## src/rtl/scroll_pkg.sv

```systemverilog
// Shared types and constants for the scrolling message engine.
// Optional feature macro used by scroll_display: SCROLL_BOUNCE_EN.
package scroll_pkg;

    localparam int SYM_W_DFLT = 5;

    typedef logic [SYM_W_DFLT-1:0] sym_t;

    localparam sym_t SYM_BLANK = 5'd0;

    localparam logic DIR_UP   = 1'b0;
    localparam logic DIR_DOWN = 1'b1;

    // Message index shown on digit k for offset p: (k - p) mod len, with p < len and k < len.
    function automatic int win_index(input int k, input int p, input int len);
        int d;
        d = k - p;
        if (d < 0) begin
            d = d + len;
        end else begin
            d = d;
        end
        return d;
    endfunction

endpackage

```

## src/rtl/scroll_tick_gen.sv

```systemverilog
// Scroll prescaler: counts 0..TICK_DIV-1 and flags the terminal count as a step.
// clr wins over hold; tick is combinational so the step lands on the terminal edge.
module scroll_tick_gen #(
    parameter int TICK_DIV = 50_000_000
) (
    input  logic clk,
    input  logic rst_n,
    input  logic en,
    input  logic hold,
    input  logic clr,
    output logic tick
);

    localparam int CNT_W = (TICK_DIV > 1) ? $clog2(TICK_DIV) : 1;
    localparam logic [CNT_W-1:0] TERM = CNT_W'(TICK_DIV - 1);

    logic [CNT_W-1:0] tcnt_q;
    logic [CNT_W-1:0] tcnt_d;

    assign tick = en && !clr && !hold && (tcnt_q == TERM);

    // Prescaler next-state: clear, hold, roll over at terminal count, or count up.
    always_comb begin
        tcnt_d = tcnt_q;
        if (clr) begin
            tcnt_d = {CNT_W{1'b0}};
        end else if (hold) begin
            tcnt_d = tcnt_q;
        end else if (tcnt_q == TERM) begin
            tcnt_d = {CNT_W{1'b0}};
        end else begin
            tcnt_d = tcnt_q + CNT_W'(1);
        end
    end

    // Prescaler register.
    always_ff @(posedge clk or negedge rst_n) begin
        if (!rst_n) begin
            tcnt_q <= {CNT_W{1'b0}};
        end else begin
            tcnt_q <= tcnt_d;
        end
    end

endmodule

```

## src/rtl/scroll_display.sv

```systemverilog
// Scrolling message engine: writable message RAM, rotating DIGITS-wide window, registered outputs.
// Define SCROLL_BOUNCE_EN to add the 'bounce' input (ping-pong scrolling instead of rotation).
module scroll_display
    import scroll_pkg::*;
#(
    parameter int SYM_W    = 5,
    parameter int MSG_LEN  = 7,
    parameter int DIGITS   = 4,
    parameter int TICK_DIV = 50_000_000
) (
    input  logic                        clk,
    input  logic                        rst_n,
    input  logic                        en,
    input  logic                        pause,
    input  logic                        restart,
    input  logic                        dir,
    input  logic                        msg_wr,
    input  logic [$clog2(MSG_LEN)-1:0]  msg_addr,
    input  logic [SYM_W-1:0]            msg_data,
`ifdef SCROLL_BOUNCE_EN
    input  logic                        bounce,
`endif
    output logic [DIGITS*SYM_W-1:0]     seg_out,
    output logic [$clog2(MSG_LEN)-1:0]  pos,
    output logic                        wrap
);

    localparam int PW = $clog2(MSG_LEN);
    localparam logic [PW-1:0] POS_ZERO = {PW{1'b0}};
    localparam logic [PW-1:0] POS_LAST = PW'(MSG_LEN - 1);

    logic [SYM_W-1:0]        msg_q [MSG_LEN];
    logic [PW-1:0]           pos_q, pos_d;
    logic                    wrap_q, wrap_d;
    logic [DIGITS*SYM_W-1:0] seg_q, seg_d;
    logic                    tick_s;
    logic                    clr_s;
    logic [PW-1:0]           rot_pos_s, step_pos_s;
    logic                    rot_wrap_s, step_wrap_s;

    assign clr_s = restart || !en;

    scroll_tick_gen #(
        .TICK_DIV (TICK_DIV)
    ) u_tick (
        .clk   (clk),
        .rst_n (rst_n),
        .en    (en),
        .hold  (pause),
        .clr   (clr_s),
        .tick  (tick_s)
    );

    // Rotation step: modular increment or decrement of the offset, flagging the wrap.
    always_comb begin
        rot_pos_s  = pos_q;
        rot_wrap_s = 1'b0;
        if (dir == DIR_DOWN) begin
            if (pos_q == POS_ZERO) begin
                rot_pos_s  = POS_LAST;
                rot_wrap_s = 1'b1;
            end else begin
                rot_pos_s  = pos_q - PW'(1);
                rot_wrap_s = 1'b0;
            end
        end else begin
            if (pos_q >= POS_LAST) begin
                rot_pos_s  = POS_ZERO;
                rot_wrap_s = 1'b1;
            end else begin
                rot_pos_s  = pos_q + PW'(1);
                rot_wrap_s = 1'b0;
            end
        end
    end

`ifdef SCROLL_BOUNCE_EN
    localparam logic [PW-1:0] POS_BMAX   = PW'((MSG_LEN > DIGITS) ? (MSG_LEN - DIGITS) : 0);
    localparam bit            CAN_BOUNCE = (MSG_LEN > DIGITS);

    logic          bounce_q;
    logic          bdir_q, bdir_d, bdir_s, bnc_dir_s;
    logic [PW-1:0] bnc_pos_s;
    logic          bnc_wrap_s;

    // Ping-pong step between 0 and MSG_LEN-DIGITS; direction seeded from dir when bounce rises.
    always_comb begin
        bdir_s     = (bounce && !bounce_q) ? dir : bdir_q;
        bnc_dir_s  = bdir_s;
        bnc_pos_s  = pos_q;
        bnc_wrap_s = 1'b0;
        if (!CAN_BOUNCE) begin
            bnc_pos_s = POS_ZERO;
        end else if (bdir_s == DIR_DOWN) begin
            if (pos_q == POS_ZERO) begin
                bnc_pos_s  = PW'(1);
                bnc_dir_s  = DIR_UP;
                bnc_wrap_s = 1'b1;
            end else begin
                bnc_pos_s  = pos_q - PW'(1);
            end
        end else begin
            if (pos_q >= POS_BMAX) begin
                bnc_pos_s  = pos_q - PW'(1);
                bnc_dir_s  = DIR_DOWN;
                bnc_wrap_s = 1'b1;
            end else begin
                bnc_pos_s  = pos_q + PW'(1);
            end
        end
    end

    assign step_pos_s  = bounce ? bnc_pos_s  : rot_pos_s;
    assign step_wrap_s = bounce ? bnc_wrap_s : rot_wrap_s;
    assign bdir_d      = (tick_s && !restart && bounce) ? bnc_dir_s : bdir_s;

    // Bounce direction and edge-detect registers.
    always_ff @(posedge clk or negedge rst_n) begin
        if (!rst_n) begin
            bounce_q <= 1'b0;
            bdir_q   <= DIR_UP;
        end else begin
            bounce_q <= bounce;
            bdir_q   <= bdir_d;
        end
    end
`else
    assign step_pos_s  = rot_pos_s;
    assign step_wrap_s = rot_wrap_s;
`endif

    // Offset next-state: restart beats a coincident step and suppresses its wrap.
    always_comb begin
        pos_d  = pos_q;
        wrap_d = 1'b0;
        if (restart) begin
            pos_d  = POS_ZERO;
            wrap_d = 1'b0;
        end else if (tick_s) begin
            pos_d  = step_pos_s;
            wrap_d = step_wrap_s;
        end else begin
            pos_d  = pos_q;
            wrap_d = 1'b0;
        end
    end

    // Window mux: digit k shows msg[(k - pos) mod MSG_LEN].
    always_comb begin
        seg_d = {(DIGITS*SYM_W){1'b0}};
        for (int k = 0; k < DIGITS; k++) begin
            seg_d[k*SYM_W +: SYM_W] = msg_q[PW'(win_index(k, int'(pos_q), MSG_LEN))];
        end
    end

    // Message RAM; out-of-range write addresses are dropped.
    always_ff @(posedge clk or negedge rst_n) begin
        if (!rst_n) begin
            for (int i = 0; i < MSG_LEN; i++) begin
                msg_q[i] <= {SYM_W{1'b0}};
            end
        end else if (msg_wr && (int'(msg_addr) < MSG_LEN)) begin
            msg_q[msg_addr] <= msg_data;
        end
    end

    // Offset, wrap pulse and registered window.
    always_ff @(posedge clk or negedge rst_n) begin
        if (!rst_n) begin
            pos_q  <= POS_ZERO;
            wrap_q <= 1'b0;
            seg_q  <= {(DIGITS*SYM_W){1'b0}};
        end else begin
            pos_q  <= pos_d;
            wrap_q <= wrap_d;
            seg_q  <= seg_d;
        end
    end

    assign seg_out = seg_q;
    assign pos     = pos_q;
    assign wrap    = wrap_q;

endmodule
```

## config.mk

```make
export PLATFORM = sky130hd
export DESIGN_NAME = scroll_display
export DESIGN_NICKNAME = d
export VERILOG_FILES = /design/src/rtl/scroll_pkg.sv /design/src/rtl/scroll_tick_gen.sv /design/src/rtl/scroll_display.sv
export SDC_FILE = /design/constraint.sdc
export NUM_CORES = 1
export LEC_CHECK = 0
export CORE_MARGIN = 2
export CORE_UTILIZATION = 50
export CTS_CLUSTER_DIAMETER = 50
export DETAILED_ROUTE_END_ITERATION = 10
export PLACE_DENSITY = 0.7
export SETUP_SLACK_MARGIN = 0.15
export SLEW_MARGIN = 20
export SYNTH_ARGS = -nofsm -noshare
export SYNTH_HDL_FRONTEND = slang
export SYNTH_SLANG_ARGS = --single-unit
```

## constraint.sdc

```tcl
create_clock -name clk -period 3 [get_ports clk]
set_input_delay 0.6 -clock clk [delete_from_list [all_inputs] [get_ports clk]]
set_output_delay 0.6 -clock clk [all_outputs]
set_load 0.05 [all_outputs]
```

# Word level (Yosys, flattened, before mapping)
# Cells that the tools add are included.
# totals
reg_bits,85
word_cells,84
# op_classes
add_sub_neg,11
order_cmp,12
n_eq_ne,2
muxes,32
bitwise_logic,5
reduce_logical,11
# ops
op,count
two-way mux 26 bit,3
binary-select mux 5 bit (select 3 bit),4
two-way mux 5 bit,9
bitwise mux 35 bit,1
two-way mux 3 bit,9
adder 26 x 1 -> 26 bit (second input constant),1
equality test 26 bit (second input constant),1
< comparator 4 x 1 -> 1 bit (second input constant),5
greater-or-equal comparator 3 x 4 -> 1 bit (second input constant),4
adder 3 x 1 -> 3 bit (second input constant),5
demux 5 bit (select 3 bit),1
inverter 3 bit,4
subtractor 1 x 3 -> 4 bit (first input constant),2
subtractor 2 x 3 -> 4 bit (first input constant),2
logical AND 1 bit,5
two-way mux 1 bit,5
greater-or-equal comparator 4 bit (second input constant),1
inverter 3 -> 4 bit,1
greater-or-equal comparator 3 bit (second input constant),1
logical NOT 1 bit,3
logical NOT 3 bit,1
< comparator 3 bit (second input constant),1
subtractor 3 x 1 -> 3 bit (second input constant),1
inequality test 2 x 1 -> 1 bit (second input constant),1
other kinds (2),2

# Depth between registers and ports, before layout
# logic_depth
depth_word,8
depth_mapped,10

# Cells and area by module
# A second synthesis with hierarchy kept.
# hier_totals
cells_unflattened,522
area_unflattened_um2,5380.2
# modules_own_cells
module,instances,cells_each,area_each_um2,seq_area_each_um2
scroll_display,1,352,3871.2,1476.4
scroll_tick_gen,1,170,1508.9,650.6

# Least setup slack after synthesis
# Ideal clock, no wire load.
# synth_timing
path_kind,register to register
from,reg pos_q[0] (netlist: pos[0])
to,reg seg_q[9] (netlist: seg_out[9])
t_arrival_ns,2.800
slack_ns,0.075
stages_incl_launch_ff,8
path_buffers,2
period_less_slack_ns,2.925
cell_sequence,dfrtp_1 > buf_4 > inv_1 > ha_1 > buf_2 > mux2i_2 > mux4_1 > mux2_2
# synth_via
elab_chain_len,7
elab_cells_between_ends,8
# synth_rtl
element,line,source
from (decl),scroll_display.sv:33,"logic [PW-1:0] pos_q, pos_d;"
from (signal assigned),scroll_display.sv:174,pos_q <= pos_d;
subtractor 1 x 3 -> 4 bit *,scroll_pkg.sv:17,d = k - p;
< comparator 4 x 1 -> 1 bit / adder 3 x 1 -> 3 bit (equally long branches),"scroll_pkg.sv:18, scroll_pkg.sv:19",
two-way mux 3 bit *,scroll_pkg.sv:18,if (d < 0) begin
inverter 3 bit (implied by the code) *,scroll_display.sv:152,"seg_d[k*SYM_W +: SYM_W] = msg_q[PW'(win_index(k, int'(pos_q), MSG_LEN))];"
binary-select mux 5 bit (select 3 bit) *,scroll_display.sv:152,
two-way mux 5 bit (implied by the code) * (2 in series),scroll_display.sv:152,
named net seg_d[9],scroll_display.sv:35,"logic [DIGITS*SYM_W-1:0] seg_q, seg_d;"
to (signal assigned),scroll_display.sv:172,seg_q <= {(DIGITS*SYM_W){1'b0}};
to (signal assigned),scroll_display.sv:176,seg_q <= seg_d;
to (decl),scroll_display.sv:35,
# The timed path passes the listed nets; every way through them passes the cells marked *. The select of a mux whose other input is x is not followed.
# A chain may end at the register's enable or synchronous reset.

# Worst setup path after layout
# layout_timing
from,reg pos_q[1] (netlist: pos[1])
to,reg seg_q[0] (netlist: seg_out[0])
# Same word-level chain as after synthesis.

==> run metrics <==
DR DRC count=0; PD cells=approximately 540 nW/um^2; Via density=between 6 and 7; Max clock buf depth=2; Setup crit end=seg_out[0]$_DFF_PN0_; setup violators final=0; hold_buf cts=0; kind of end point of the critical path=flop; clock skew=0.0112 ns; Post-DP HPWL=8240 microns; Synth Area in XOR/XNOR=0.0152; top cell type's share of synthesized area=0.417; buffers added on ports=38; grt total ovfl=0; initial antenna violation count=0; status=finished, final reports clean; startpoint types=flop; Rows=36; antenna diode count=0; top cell type by total area after synthesis=dfrtp_1; Inst Count DP=595; WL final=11300 microns; CP Launch Point=pos[1]$_DFFE_PN0P_; Iter 0 DRT Violations=265; NumNets Final=502; Ys Warns=0; htree depth=3; TritonCTS clock tree=done; fin util=0.599; Clock power frac=0.287; Comb pwr share=0.242; fin. max-slew vios=0; crit path DAT=2.85 ns; All-Layer GR Usage=0.214; share of layout cells above drive strength 1=0.268; placed cell areas=between 5000 and 6000 sq um; Reg2Reg Depth=7; Synth cell types=55; mux cell area share after synthesis=0.257; Crit Path Class=reg2reg; Vert. Die Dim=105 microns; Core Area=approximately 9800 sq um; Post-synth EDFFs=0; Synth Cell Area=just over 5000 sq um; Post-Synthesis Net Count=457; final period utilization=0.868; fraction of the mapped netlist area in simple logic gates=0.137; pre-CTS setup slack=0.376 ns; Internal=2.16 mW; most used flip-flop cell after synthesis=dfrtp_1; Async S/R FF share, synth=1.00; Chip Width=105 microns; Synth Area in Adders=0.0344; sequential power share=0.471; vias in the first global route=3592; Initial Util=0.519; Hold Path Class=in2async; CTS Sinks=85; Crit Reg-Reg Startpoint=pos[1]$_DFFE_PN0P_; Peak Freq=between 300 and 400 MHz; total power=3.18 mW; fin crit period=~2.6 ns; GPL Wtd Cong=0.887; Worst-Margin Slew=between 0.6 and 0.7 ns; # Post-CTS Setup Buffers=0; Avg WL per Cell=18.5 microns; commonest non-fill, non-tap cells in the layout=dfrtp_1 (84), mux2_2 (59), clkdlybuf4s50_1 (37), nand2_1 (23); Reg clk slew, reported paths=~0.090 ns; R2R Path End=seg_out[0]$_DFF_PN0_; maximum vdd drop=256 uV; RSZ-0062 raised after global routing=no; design area=between 5000 and 6000 sq um; crit-path max FO=8; first-pass GRT wire length=18800 microns; vias=3815; largest net degree at the start of global routing=46; TritonCTS Buffers=9; Final Hold Vio Count=0; synthesized flop and latch total=85; Seq/Total Area, Yosys=0.417; Synth-to-Final Area Change=15.3%; residual antenna-violating net count after detailed routing=0; CTS resizes=0; switching share of power=0.319; die area=about 11000 sq um; PnR worst setup slack=0.395 ns; top area cells in the synthesized netlist=dfrtp_1 (42%), mux2_2 (13%), mux4_2 (8.4%); cells after synthesis=428; r2r setup slk=0.40 ns; CTS Root Cell=clkbuf_8; fin cells=611; drt first pass iters=6; IO Count=39; setup TNS=0 ns; post-synthesis compound-gate area fraction=0.109; average cell area after synthesis=11.9 sq um; largest family of logic cells by synthesized area=multiplexers; max_slew headroom=0.532; max_cap viols=0; Switching Power=around 1.0 mW; WHS=between 0.2 and 0.25 ns; leak pwr=2.47 nW; Worst Path Required=3.24 ns; Clock Latency Late Sink=0.36 ns; most common cell after layout, fill and taps aside=dfrtp_1
layout make-up:
class	count	area (sq um)
clock buffers	9	124
inverters	11	41.3
fillers	836	3940
repair buffers	53	490
multi-input cells	313	2830
clock inverters	7	98.8
well taps	133	166
flip-flops and latches	85	2130
logic make-up (layout without fill, tap and decap cells):
logic type | count (synthesis) | after routing
compound gates | 77 | 77
buf+inv | 30 | 80
simple gates | 116 | 116
fa+ha+maj | 14 | 14
xor+xnor | 8 | 8
mux | 98 | 98
flops | 85 | 85
worst max-delay path, cell delays in order (launching register included):
cell	delay (ns)
dfrtp_1	0.38
inv_1	0.12
ha_1	0.42
ha_1	0.30
nor2_4	0.06
xnor2_2	0.38
mux4_2	0.55
mux2_2	0.27
metal layers:
| metal | vias up | GRT usage | routed length [microns] |
|---|---|---|---|
| met2 | 166 | 0.316 | 5140 |
| li1 | 1727 | - | - |
| met5 | - | 0 | 0 |
| met3 | 15 | 0.0443 | 782 |
| met1 | 1907 | 0.319 | 5240 |
| met4 | 0 | 0.0629 | 154 |
worst min-delay path by stage:
stage	endpoint	slack (ns)	startpoint	depth (start not counted)
floorplan	msg_q[0]$_DFFE_PN0P_	0.30	rst_n	0
global placement	u_tick.tcnt_q[24]$_DFFE_PN0P_	0.49	u_tick.tcnt_q[24]$_DFFE_PN0P_	1
detailed placement	u_tick.tcnt_q[24]$_DFFE_PN0P_	0.50	u_tick.tcnt_q[24]$_DFFE_PN0P_	1
CTS	pos[0]$_DFFE_PN0P_	0.24	rst_n	1
global route	u_tick.tcnt_q[13]$_DFFE_PN0P_	0.27	rst_n	1
finish	pos[0]$_DFFE_PN0P_	0.22	rst_n	1
power groups by stage:
stage	clock network, mW	registers, mW	logic [mW]
floorplan	0	1.65	0.334
global placement	0	1.50	0.753
detailed placement	0	1.51	0.770
CTS	0.928	1.49	0.776
global route	0.983	1.52	0.819
finish	0.912	1.50	0.769
state kept, by name, summed over array words and instances (netlist names):
| signal | flops |
|---|---|
| pos | 3 |
| u_tick.tcnt_q | 26 |
| msg_q | 35 |
| seg_out | 20 |
| wrap | 1 |
cell usage after synthesis, types with 4 or more instances:
library cell	count
nand4_1	8
a31oi_1	15
mux2i_1	18
a221o_1	4
nor3_1	8
a21oi_1	8
a41oi_1	6
mux2_2	59
xnor2_1	6
o2bb2ai_1	11
inv_1	11
buf_2	11
nor2_1	14
dfrtp_1	85
ha_1	14
nand2_1	23
nor2b_1	6
and3_1	9
o21ai_0	15
a22o_1	7
nand3_1	19
nand2b_1	4
mux4_2	19
Power figures use the tool's default switching activity.
==> variant 1, RTL diff (same flow settings) <==
Add a define of `SCROLL_BOUNCE_EN`.
--- a/src/rtl/scroll_display.sv
+++ b/src/rtl/scroll_display.sv
@@ -1,5 +1,7 @@
 // Scrolling message engine: writable message RAM, rotating DIGITS-wide window, registered outputs.
 // Define SCROLL_BOUNCE_EN to add the 'bounce' input (ping-pong scrolling instead of rotation).
+`define SCROLL_BOUNCE_EN
+
 module scroll_display
     import scroll_pkg::*;
 #(
Ports: changed (added bounce); port bits go from 39 to 40. The function was not compared with the original's and may differ.
==> variant 1 against the unedited design <==
  * Final cell count is 4.7% higher
  * Worst setup slack worse by 60 ps
  * Sequential cell count is 2 higher
  * Power is 2.0% lower
  * Area after synthesis is 2.2% higher
  * Final area is 1.7% higher
  * Combinational power is 3.1% higher
  * Wire length is 1.9% higher
==> variant 1: results (changes against the unedited design) <==
metric	value	unit	change
grt_max_degree	55		+20%
nNetsFinal	528		+5.2%
syn_nets	484		+5.9%
crit_fanout	13		+5
p_leak	2.49	nW	+0.71%
routedWlPerCell	18.0	um	-2.7%
drtIter0Drc	300		+13%
yosysWarnings	0		unchanged
ys_seq_area_share	41.8	%	+0.049 points
dp.cells	624		+4.9%
io_buffers	39		+2.6%
ys_top_cells_by_count	dfrtp_1, mux2_2, mux2i_1		
skew	8.78	ps	-2.42 ps
largest_register_ffs	35		unchanged
grt_pass1_vias	3657		+1.8%
grt_pass1_wl	19100	um	+1.5%
dr.pass1.iters	5		-1
crit_arrival	2890	ps	+40 ps
cts_resized	0		unchanged
synthAdderAreaFrac	3.12	%	-0.32 points
status	finished, final reports clean		
min_path_type	in2async		
rr_worst_depth	8		+1
r2r_slack	330	ps	-60 ps
vias_per_cell	6.08		-2.7%
ir_drop	0.000256	V	about the same
synth_area_per_cell	11.5	sq um	-3.8%
p_comb_share	25.4	%	+1.2 points
cts_buffers	9		unchanged
dp_hpwl	8370	um	+1.6%
p_seq_share	49.0	%	+1.9 points
synth_compound_area_share	10.9	%	about the same
cellInternalPower	2.06	mW	-4.8%
r2r_start	pos[2]$_DFFE_PN0P_		
cts_hold_buffers	0		unchanged
gp_congestion	0.879		-0.83%
n_antenna_cell	0		unchanged
track_usage	21.6	%	+0.12 points
synthMuxAreaShare	27.1	%	+1.4 points
synth.area.top_cells	dfrtp_1, mux2_2, mux4_2		
synth_xor_xnor_area_share	1.34	%	-0.18 points
synth.distinct_cells	59		+7.3%
tightest_slew	716	ps	+19.6 ps
vias	3890		+2.0%
drive_gt1_share	25.0	%	-1.8 points
timing.rr.end	seg_out[11]$_DFF_PN0_		
==> variant 1: changes by cell type after synthesis, sizes merged, moves of 6 or more <==
cell / delta
o2bb2ai: -6
clkbuf: +6
nor2: -8
mux2: +6
a21oi: +11
mux2i: +15
==> variant 1: kinds of logic (layout without fill, tap and decap cells) <==
logic type,after synthesis,in the layout
compound gates,86,86
fa+ha+maj,13,13
flops,87,87
mux,114,114
buf+inv,36,85
xor+xnor,8,8
simple gates,111,111
==> variant 1: routing by layer <==
metal	up-vias	global-route usage [%]	share of wire (%)
met2	120	32.1	46
met1	1928	32.0	47
met5	-	0	0
li1	1826	-	-
met4	0	6.77	1.6
met3	16	4.11	5.2
==> variant 1: cell type report <==
class                      instances  area (sq um)
fill                             830          4250
multi-input combinational        332          2870
sequential                        87          2180
timing repair buffer              55           520
tap                              136           170
clock buffer                      10           138
inverter                          14          52.6
clock inverter                     6          51.3
==> variant 1: stage by stage <==
step | setup slack, ps | instance area (sq um) | total power, mW | util (%) | hold slack [ps]
after floorplan | 153 | 5210 | 2.03 | - | 304
final | 335 | 5980 | 3.12 | 58.5 | 180
after global placement | 542 | 5790 | 2.30 | 56.6 | 503
after detailed placement | 459 | 5790 | 2.34 | 56.6 | 503
after CTS | 364 | 5980 | 3.13 | 58.5 | 180
after global routing | 196 | 5980 | 3.26 | 58.5 | 200
==> variant 1: critical path, stage by stage, from the launching register on <==
cell and delay (ps):
dfrtp_2 470, inv_1 120, ha_1 290, nor3_1 350, a21o_1 520, buf_4 260, mux2i_1 240, mux2_2 200
mux2i_1 60
==> variant 2, RTL diff (same settings) <==
Without the edit above. Compare `tcnt_q` against `TERM` with >= in place of ==.
--- a/src/rtl/scroll_tick_gen.sv
+++ b/src/rtl/scroll_tick_gen.sv
@@ -26,7 +26,7 @@
             tcnt_d = {CNT_W{1'b0}};
         end else if (hold) begin
             tcnt_d = tcnt_q;
-        end else if (tcnt_q == TERM) begin
+        end else if (tcnt_q >= TERM) begin
             tcnt_d = {CNT_W{1'b0}};
         end else begin
             tcnt_d = tcnt_q + CNT_W'(1);
Function: no difference found for any inputs over 10 cycles, from zero or initial values and one cycle with rst_n low; that may be too few to reach the edited logic, so the function may still have changed.
==> variant 2 against the unedited design <==
  * Largest cell class unchanged
  * Largest power group unchanged
  * Power down 3.8%
  * Area after synthesis down 1.5%
  * Worst setup slack improved by 17 ps
  * Critical endpoint is now seg_out[2]$_DFF_PN0_
  * Final area shrank 1.9%
  * Sequential cell count did not move
  * Via count increased by 1.4%
  * Final cell count up 5.4%
  * Count of clock-buffer cells in the layout increased by 1
  * Clock skew up 2.6 ps
  * Wire length grew 0.39%
==> variant 2: results (changes against the unedited design) <==
metric	value	unit	change
gp_congestion	0.943		+6.4%
status	finished, final reports clean		
dp.cells	628		+5.5%
use_met2	33.6	%	+2.0 points
timing.rr.end	seg_out[2]$_DFF_PN0_		
grt_pass1_vias	3734		+4.0%
crit_arrival	2830	ps	-20 ps
ir_drop	0.000248	V	-3.2%
p_leak	2.47	nW	about the same
synth_xor_xnor_area_share	0.872	%	-0.65 points
grt_pass1_wl	19300	um	+2.5%
postPlaceCellArea	5580	sq um	-1.4%
worst_slew_margin_rel	51.1	%	-2.1 points
p_sw	1.00	mW	-1.1%
hold_ws	253	ps	+28.9 ps
ys_seq_area_share	42.4	%	+0.63 points
ys_top_cells_by_count	dfrtp_1, mux2_2, mux2i_1		
fillCellCount	835		-0.12%
r2r_slack	410	ps	+20 ps
multi_input_area_share	47.5	%	-0.61 points
met3_usage	4.20	%	-0.23 points
crit_fanout	11		+3
clock_cell_area_share	3.32	%	-0.47 points
rr_worst_depth	8		+1
synth_compound_area_share	12.4	%	+1.5 points
skew	13.8	ps	+2.57 ps
fin_util	59.0	%	-0.84 points
fmax	386	MHz	+0.67%
grtUsageMet1	32.2	%	+0.35 points
met1Wirelength	5420	um	+3.5%
dr_wl_met2	5230	um	+1.8%
grt_max_degree	53		+15%
n_all_inverters	9		-2
cellPowerDensity	530	nW/um^2	-2.0%
regArea	2130	sq um	+0.12%
routed_wl	11400	um	+0.39%
buffer_area_share	8.76	%	+0.42 points
met3_length	571	um	-27%
vias	3867		+1.4%
p_seq_share	48.7	%	+1.6 points
clkbuf_count	10		+1
synth.area.top_cells	dfrtp_1, mux2_2, mux2i_1		
startpoint	pos[2]$_DFFE_PN0P_		
nNonClkBuffers	55		+3.8%
syn_area	5020	sq um	-1.5%
dr.pass1.iters	5		-1
pg_clk	0.797	mW	-13%
syn_nets	489		+7.0%
-- variant 2: cell types whose count changed in the layout (fill, tap and decap cells not counted), moves of 4 or more --
| cell | delta |
|---|---|
| a211oi_1 | +6 |
| a21oi_1 | +9 |
| a221oi_1 | +5 |
| and2_1 | +4 |
| mux2i_1 | +20 |
| mux4_2 | -9 |
| nand2_1 | +13 |
| nand3_1 | -6 |
| nor2_1 | +5 |
| o21ai_0 | +9 |
| o2bb2ai_1 | -11 |
-- variant 2: logic make-up (layout without fill, tap and decap cells) --
group | after synthesis | count (layout)
AO/OA/AOI/OAI | 93 | 93
XOR/XNOR | 5 | 5
adder cells (fa/ha/maj) | 12 | 12
buffers and inverters | 31 | 80
flip-flops | 85 | 85
multiplexers | 104 | 104
AND/OR/NAND/NOR | 132 | 132
-- variant 2: worst max-delay path, stage by stage (launching register included) --
cell      delay (ps)
dfrtp_2          480
inv_1            160
ha_1             320
ha_1             220
nand2b_1         120
xnor2_1          110
buf_4            230
mux4_2           520
mux2_2           270
